[config.mk]
export PLATFORM = sky130hd
export DESIGN_NAME = keypad_digit_entry
export DESIGN_NICKNAME = d
export VERILOG_FILES = /design/src/rtl/keypad_pkg.sv /design/src/rtl/keypad_scan_tick.sv /design/src/rtl/keypad_digit_entry.sv
export SDC_FILE = /design/constraint.sdc
export NUM_CORES = 1
export LEC_CHECK = 0
export BUFFER_PORTS_ARGS = -buffer_cell sky130_fd_sc_hd__buf_2
export CAP_MARGIN = 20
export CORE_ASPECT_RATIO = 0.7
export CORE_MARGIN = 2
export CORE_UTILIZATION = 53
export CTS_CLUSTER_SIZE = 30
export DETAILED_ROUTE_END_ITERATION = 10
export GPL_TIMING_DRIVEN = 0
export MAX_ROUTING_LAYER = met4
export PLACE_DENSITY = 0.75
export RECOVER_POWER = 25
export SLEW_MARGIN = 10
export SYNTH_ARGS = -nofsm -noshare
export SYNTH_HDL_FRONTEND = slang
export SYNTH_SLANG_ARGS = --single-unit
[constraint.sdc]
create_clock -name CLK -period 2.1 [get_ports CLK]
set_input_delay 0.315 -clock CLK [delete_from_list [all_inputs] [get_ports CLK]]
set_output_delay 0.315 -clock CLK [all_outputs]
set_load 0.1 [all_outputs]
[src/rtl/keypad_pkg.sv]
// Shared types and key-map table for the keypad digit-entry block.
package keypad_pkg;

    localparam int MAX_DIGITS = 4;

    typedef enum logic [1:0] {
        ST_SCAN         = 2'd0,
        ST_DEBOUNCE     = 2'd1,
        ST_EMIT         = 2'd2,
        ST_WAIT_RELEASE = 2'd3
    } state_e;

    typedef enum logic [1:0] {
        KC_NONE  = 2'd0,
        KC_DIGIT = 2'd1,
        KC_CLEAR = 2'd2,
        KC_ENTER = 2'd3
    } key_class_e;

    typedef struct packed {
        key_class_e cls;
        logic [3:0] value;
    } key_t;

    // Indexed by {row, col}; rows top to bottom, columns left to right.
    localparam key_t KEY_MAP [16] = '{
        '{KC_DIGIT, 4'd1}, '{KC_DIGIT, 4'd2}, '{KC_DIGIT, 4'd3}, '{KC_NONE,  4'd0},
        '{KC_DIGIT, 4'd4}, '{KC_DIGIT, 4'd5}, '{KC_DIGIT, 4'd6}, '{KC_NONE,  4'd0},
        '{KC_DIGIT, 4'd7}, '{KC_DIGIT, 4'd8}, '{KC_DIGIT, 4'd9}, '{KC_NONE,  4'd0},
        '{KC_CLEAR, 4'd0}, '{KC_DIGIT, 4'd0}, '{KC_ENTER, 4'd0}, '{KC_NONE,  4'd0}
    };

    function automatic logic [1:0] lowest_low(input logic [3:0] rows);
        casez (rows)
            4'b???0: lowest_low = 2'd0;
            4'b??01: lowest_low = 2'd1;
            4'b?011: lowest_low = 2'd2;
            default: lowest_low = 2'd3;
        endcase
    endfunction

endpackage

[src/rtl/keypad_scan_tick.sv]
// Free-running divider: one-cycle scan_tick_o every SCAN_TICKS clocks.
module keypad_scan_tick #(
    parameter int SCAN_TICKS = 50000
) (
    input  logic CLK,
    input  logic RESET,
    output logic scan_tick_o
);
    localparam int CW = $clog2(SCAN_TICKS);

    logic [CW-1:0] cnt_q, cnt_d;

    assign scan_tick_o = (cnt_q == '0);

    always_comb begin
        cnt_d = scan_tick_o ? CW'(SCAN_TICKS - 1) : cnt_q - 1'b1;
    end

    always_ff @(posedge CLK or posedge RESET) begin
        if (RESET) cnt_q <= '0;
        else       cnt_q <= cnt_d;
    end
endmodule

[src/rtl/keypad_digit_entry.sv]
// 4x4 keypad scanner with debounce, digit accumulation and clear/enter pulses.
//   state           | meaning
//   ST_SCAN         | rotate the low column each tick until a row reads low
//   ST_DEBOUNCE     | column frozen, latched row must stay low DEBOUNCE_SCANS ticks
//   ST_EMIT         | single cycle carrying the registered output pulse
//   ST_WAIT_RELEASE | column frozen until all rows high DEBOUNCE_SCANS ticks
module keypad_digit_entry
    import keypad_pkg::*;
#(
    parameter int SCAN_TICKS     = 50000,
    parameter int DEBOUNCE_SCANS = 20
) (
    input  logic       CLK,
    input  logic       RESET,
    input  logic [3:0] KEY_ROW,
    output logic [3:0] KEY_COL,
    output logic [3:0] Digit_out,
    output logic       Digit_valid,
    output logic       Clear_pulse,
    output logic       Enter_pulse,
    output logic [2:0] Digit_count,
    output logic       Entry_full
);
    localparam int DW = $clog2(DEBOUNCE_SCANS + 1);

    logic          scan_tick;
    logic [3:0]    row_meta_q, row_sync_q;
    state_e        state_q, state_d;
    logic [1:0]    col_q, col_d, row_q, row_d;
    logic [DW-1:0] deb_q, deb_d;
    logic [3:0]    digit_q, digit_d;
    logic          valid_q, valid_d, clear_q, clear_d, enter_q, enter_d;
    logic [2:0]    count_q, count_d;
    logic          deb_last;
    key_t          key_hit;

    keypad_scan_tick #(.SCAN_TICKS(SCAN_TICKS)) u_scan_tick (
        .CLK         (CLK),
        .RESET       (RESET),
        .scan_tick_o (scan_tick)
    );

    assign key_hit  = KEY_MAP[{row_q, col_q}];
    assign deb_last = (deb_q == DW'(DEBOUNCE_SCANS - 1));

    always_comb begin
        state_d = state_q;
        col_d   = col_q;
        row_d   = row_q;
        deb_d   = deb_q;
        digit_d = digit_q;
        count_d = count_q;
        valid_d = 1'b0;
        clear_d = 1'b0;
        enter_d = 1'b0;
        case (state_q)
            ST_SCAN: if (scan_tick) begin
                if (row_sync_q != 4'hF) begin
                    row_d   = lowest_low(row_sync_q);
                    deb_d   = '0;
                    state_d = ST_DEBOUNCE;
                end else begin
                    col_d = col_q + 2'd1;
                end
            end
            ST_DEBOUNCE: if (scan_tick) begin
                if (row_sync_q[row_q]) begin
                    state_d = ST_SCAN;
                end else if (deb_last) begin
                    state_d = ST_EMIT;
                    case (key_hit.cls)
                        KC_DIGIT: if (count_q < 3'(MAX_DIGITS)) begin
                            valid_d = 1'b1;
                            digit_d = key_hit.value;
                        end
                        KC_CLEAR: clear_d = 1'b1;
                        KC_ENTER: enter_d = 1'b1;
                        default:  ;
                    endcase
                end else begin
                    deb_d = deb_q + 1'b1;
                end
            end
            ST_EMIT: begin
                state_d = ST_WAIT_RELEASE;
                deb_d   = '0;
                if (valid_q)            count_d = count_q + 3'd1;
                if (clear_q || enter_q) count_d = 3'd0;
            end
            ST_WAIT_RELEASE: if (scan_tick) begin
                // Any low row, including a second key, restarts the release window.
                if (row_sync_q != 4'hF) begin
                    deb_d = '0;
                end else if (deb_last) begin
                    state_d = ST_SCAN;
                    col_d   = col_q + 2'd1;
                end else begin
                    deb_d = deb_q + 1'b1;
                end
            end
            default: state_d = ST_SCAN;
        endcase
    end

    always_ff @(posedge CLK or posedge RESET) begin
        if (RESET) begin
            row_meta_q <= 4'hF;
            row_sync_q <= 4'hF;
            state_q    <= ST_SCAN;
            col_q      <= 2'd0;
            row_q      <= 2'd0;
            deb_q      <= '0;
            digit_q    <= 4'd0;
            count_q    <= 3'd0;
            valid_q    <= 1'b0;
            clear_q    <= 1'b0;
            enter_q    <= 1'b0;
        end else begin
            row_meta_q <= KEY_ROW;
            row_sync_q <= row_meta_q;
            state_q    <= state_d;
            col_q      <= col_d;
            row_q      <= row_d;
            deb_q      <= deb_d;
            digit_q    <= digit_d;
            count_q    <= count_d;
            valid_q    <= valid_d;
            clear_q    <= clear_d;
            enter_q    <= enter_d;
        end
    end

    assign KEY_COL     = ~(4'b0001 << col_q);
    assign Digit_out   = digit_q;
    assign Digit_valid = valid_q;
    assign Clear_pulse = clear_q;
    assign Enter_pulse = enter_q;
    assign Digit_count = count_q;
    assign Entry_full  = (count_q == 3'(MAX_DIGITS));
endmodule

==> summary.md <==
| Metric | Value |
|---|---|
| Status | `complete, no violations` |
| XOR/XNOR Fraction of Synth Area | `4.64%` |
| Hold_sp | `KEY_ROW[1]` |
| Worst r2r src | `deb_q[0]` |
| Clock Path Buffers | `2` |
| Cell family with most CP delay | `simple AND/OR/NAND/NOR gates` |
| Mean number of vias per cell | `5.70` |
| H-Tree Depth | `2` |
| Crit. End Element | `flip-flop` |
| Hold crit path type | `in -> reg` |
| Post-synth EDFFs | `0` |
| First-pass GRT wire length | `7600 um` |
| Num CTS Buffers | `5` |
| Yosys top cell area share | `40.9%` |
| Top cells by area, synth | `dfrtp_1, dfstp_2, ha_1` |
| Vias in the first global route | `1,703` |
| Ys async rst share | `100%` |
| Die width | `82.1 um` |
| Die ar. | `4820 sq um` |
| Worst r2r path cells | `6` |
| Peak VDD IR | `566 uV` |
| Worst R2R Setup Slack | `0.002 ns` |
| Worst Path Arrival | `2.29 ns` |
| Largest family of logic cells by synthesized area | `simple AND/OR/NAND/NOR gates` |
| # DRC | `0` |
| Seq/Total Area, Yosys | `50.2%` |
| Max-cap violations | `0` |
| CTS tree | `done` |
| Grt total ovfl | `0` |
| Tmin final | `2.10 ns` |
| Initial drt markers | `146` |
| CP bufs+invs | `0` |
| Starting Density | `56.4%` |
| Antenna viol nets, final | `0` |
| Part of the cycle the worst path needs | `99.9%` |
| #FFs+latches synth | `45` |
| Slew Limit Fails | `0` |
| Layout fillers | `283` |
| Final HPWL DP | `3000 um` |
| Total Wirelength | `4870 um` |
| Area leader, netlist | `dfrtp_1` |
| Worst R2R End | `Digit_out[1]` |
| Pwr Density | `601 nW/um^2` |
| Sink Count | `45` |
| Rel. slew slack | `43.9%` |
| Mapped Nets | `240` |
| Hold EP | `row_meta_q[1]` |
| Gr usage total | `21.9%` |
| Layout Nets | `287` |
| Mapped Area | `2260 sq um` |
| Initial antenna violation count | `0` |
| Die Ht | `58.7 um` |
| Worst slew pin tran | `0.842 ns` |
| CTS root buf | `clkbuf_8` |
| Hold Path Depth | `1` |
| Final RePlAce weighted congestion | `0.879` |
| Worst Path Max Fanout | `5` |
| Drt first pass iters | `4` |
| Crit path kind | `reg -> reg` |
| Clk pin slew, worst setup/hold paths | `0.08 ns` |
| Synth Area in Compound Gates | `9.72%` |
| RSZ-0062 raised after global routing | `true` |
| Overall power | `1.69 mW` |
| Largest net degree at the start of global routing | `36` |
| Most common flop cell mapped by yosys | `dfrtp_1` |
| LEAKAGE | `1.26 nW` |
| Required @ worst endpoint | `2.30 ns` |
| Highest Clock Rate | `477 MHz` |
| Share of cells above drive strength 1 | `29.8%` |
| Rows | `19` |
| Setup TNS Final | `0 ns` |
| Via count | `1,846` |
| Worst stage delay on the critical path | `0.53 ns` |
| Final Skew | `0.00572 ns` |
| Clock Latency Late Sink | `0.30 ns` |
| Crit-path cells | `ha_4 -> and4bb_2 -> nand2_1 -> or4_4 -> nor2_4 -> mux2_4` |
| ANT cells | `0` |
| Routed len/inst | `15.0 um` |
| Mapped Cells | `224` |
| Port buffer count | `20` |
| Fin. Hold Viols | `0` |
| # IOs | `21` |
| Syn. warnings | `0` |
| P&R area growth vs syn | `24.0%` |
| Slowest cell on the critical path | `or4_4` |
| Core area | `4020 sq um` |
| Post-synthesis mux area share | `3.43%` |
| Post-Synth Simple-Gate Area | `22.7%` |
| Critical path startpoint category | `flip-flop` |
| Synth Area per Inst | `10.1 sq um` |
| Post-synth cell types | `44` |
| Synth Area in Adders | `5.52%` |
| Final number of setup-violating endpoints | `0` |
[per-layer routing]
metal	wire length [um]	part of all wire, %	GRT usage (%)
met2	2160	44	30.4
met1	2360	48	31.1
met3	271	5.6	4.14
met5	0	0	-
met4	76	1.6	10.2
[power by group]
| part | switching (mW) | internal (mW) |
|---|---|---|
| Sequential | 0.00466 | 0.880 |
| Clock | 0.297 | 0.472 |
| Combinational | 0.0250 | 0.00985 |
| Total | 0.327 | 1.36 |
[repair_timing]
action,in CTS,in global routing
setup buffers,8,12
gates resized for setup,11,7
hold buffers,1,0
pin swaps,5,6
endpoints found under the hold margin,10,0
setup endpoints to repair,10,13
[cell usage after synthesis, types with 4 or more instances]
| cell type | n |
|---|---|
| mux2_1 | 4 |
| nand2_1 | 29 |
| dfstp_2 | 8 |
| nor4_1 | 5 |
| xnor2_1 | 7 |
| nor3_1 | 10 |
| inv_1 | 17 |
| nor2_1 | 18 |
| o21ai_0 | 14 |
| a21oi_1 | 9 |
| nand4_1 | 4 |
| xor2_1 | 5 |
| dfrtp_1 | 37 |
| ha_1 | 10 |
[through the flow]
step           instances  setup WS, ns  hold WS [ns]  util (%)  instance area, sq um
6_report             324       0.00197        0.0984      69.9                  2810
3_5_place_dp         297        -0.187         0.268      61.0                  2450
3_3_place_gp         296        -0.174         0.346      60.5                  2430
5_1_grt              324       -0.0825        0.0893      69.9                  2810
2_1_floorplan        224        0.0623         0.319         -                  2270
4_1_cts              314       -0.0327        0.0947      67.4                  2710
[registers in the layout (all words and copies together) (netlist names), 2 cells and up, named ones only]
signal and flops:
row_sync_q 4, deb_q 5, u_scan_tick.cnt_q 16, row_meta_q 4
Digit_out 4, Digit_count 3, col_q 2, row_q 2
[cells by family (layout without fill, tap and decap cells)]
family | count (synthesis) | after routing
AND/OR/NAND/NOR | 95 | 95
adder cells (fa/ha/maj) | 10 | 10
multiplexers | 6 | 6
XOR/XNOR | 12 | 12
AO/OA/AOI/OAI | 35 | 35
buffers and inverters | 21 | 69
flip-flops | 45 | 45
[layout make-up]
class                      count  area (sq um)  area share (%)
buffer                         2          8.76           0.312
clock buffer                   5          68.8            2.45
clock inverter                 3          65.1            2.32
inverter                      17          63.8            2.27
multi-input combinational    158          1130            40.3
sequential                    45          1140            40.6
tap                           52          65.1            2.32
timing repair buffer          42           265            9.45
[cell usage in the layout, fill, tap and decap left out, drive strengths merged, types with 3 or more instances in the layout]
master  instances
dfrtp          37
xor2            5
mux2            4
buf            40
nand3           3
ha             10
nor4            7
clkbuf          8
xnor2           7
dfstp           8
and4            3
inv            17
nor2           19
o21ai          14
nand2          29
nor3           10
a21oi           9
or4             3
nor2b           3
nand4           4
[how the worst max path moves through the flow]
stage,from,endpoint,slack [ns],depth (start not counted)
final,deb_q[0],Digit_out[1],0.002,6
after global placement,u_scan_tick.cnt_q[10],Digit_out[0],-0.17,5
after global routing,u_scan_tick.cnt_q[6],deb_q[0],-0.08,5
after CTS,row_q[0],Digit_out[1],-0.03,5
after detailed placement,u_scan_tick.cnt_q[10],Digit_out[1],-0.19,5
after floorplan,row_q[0],Digit_out[0],0.06,5
No activity file was read; power rests on OpenSTA's default activity.
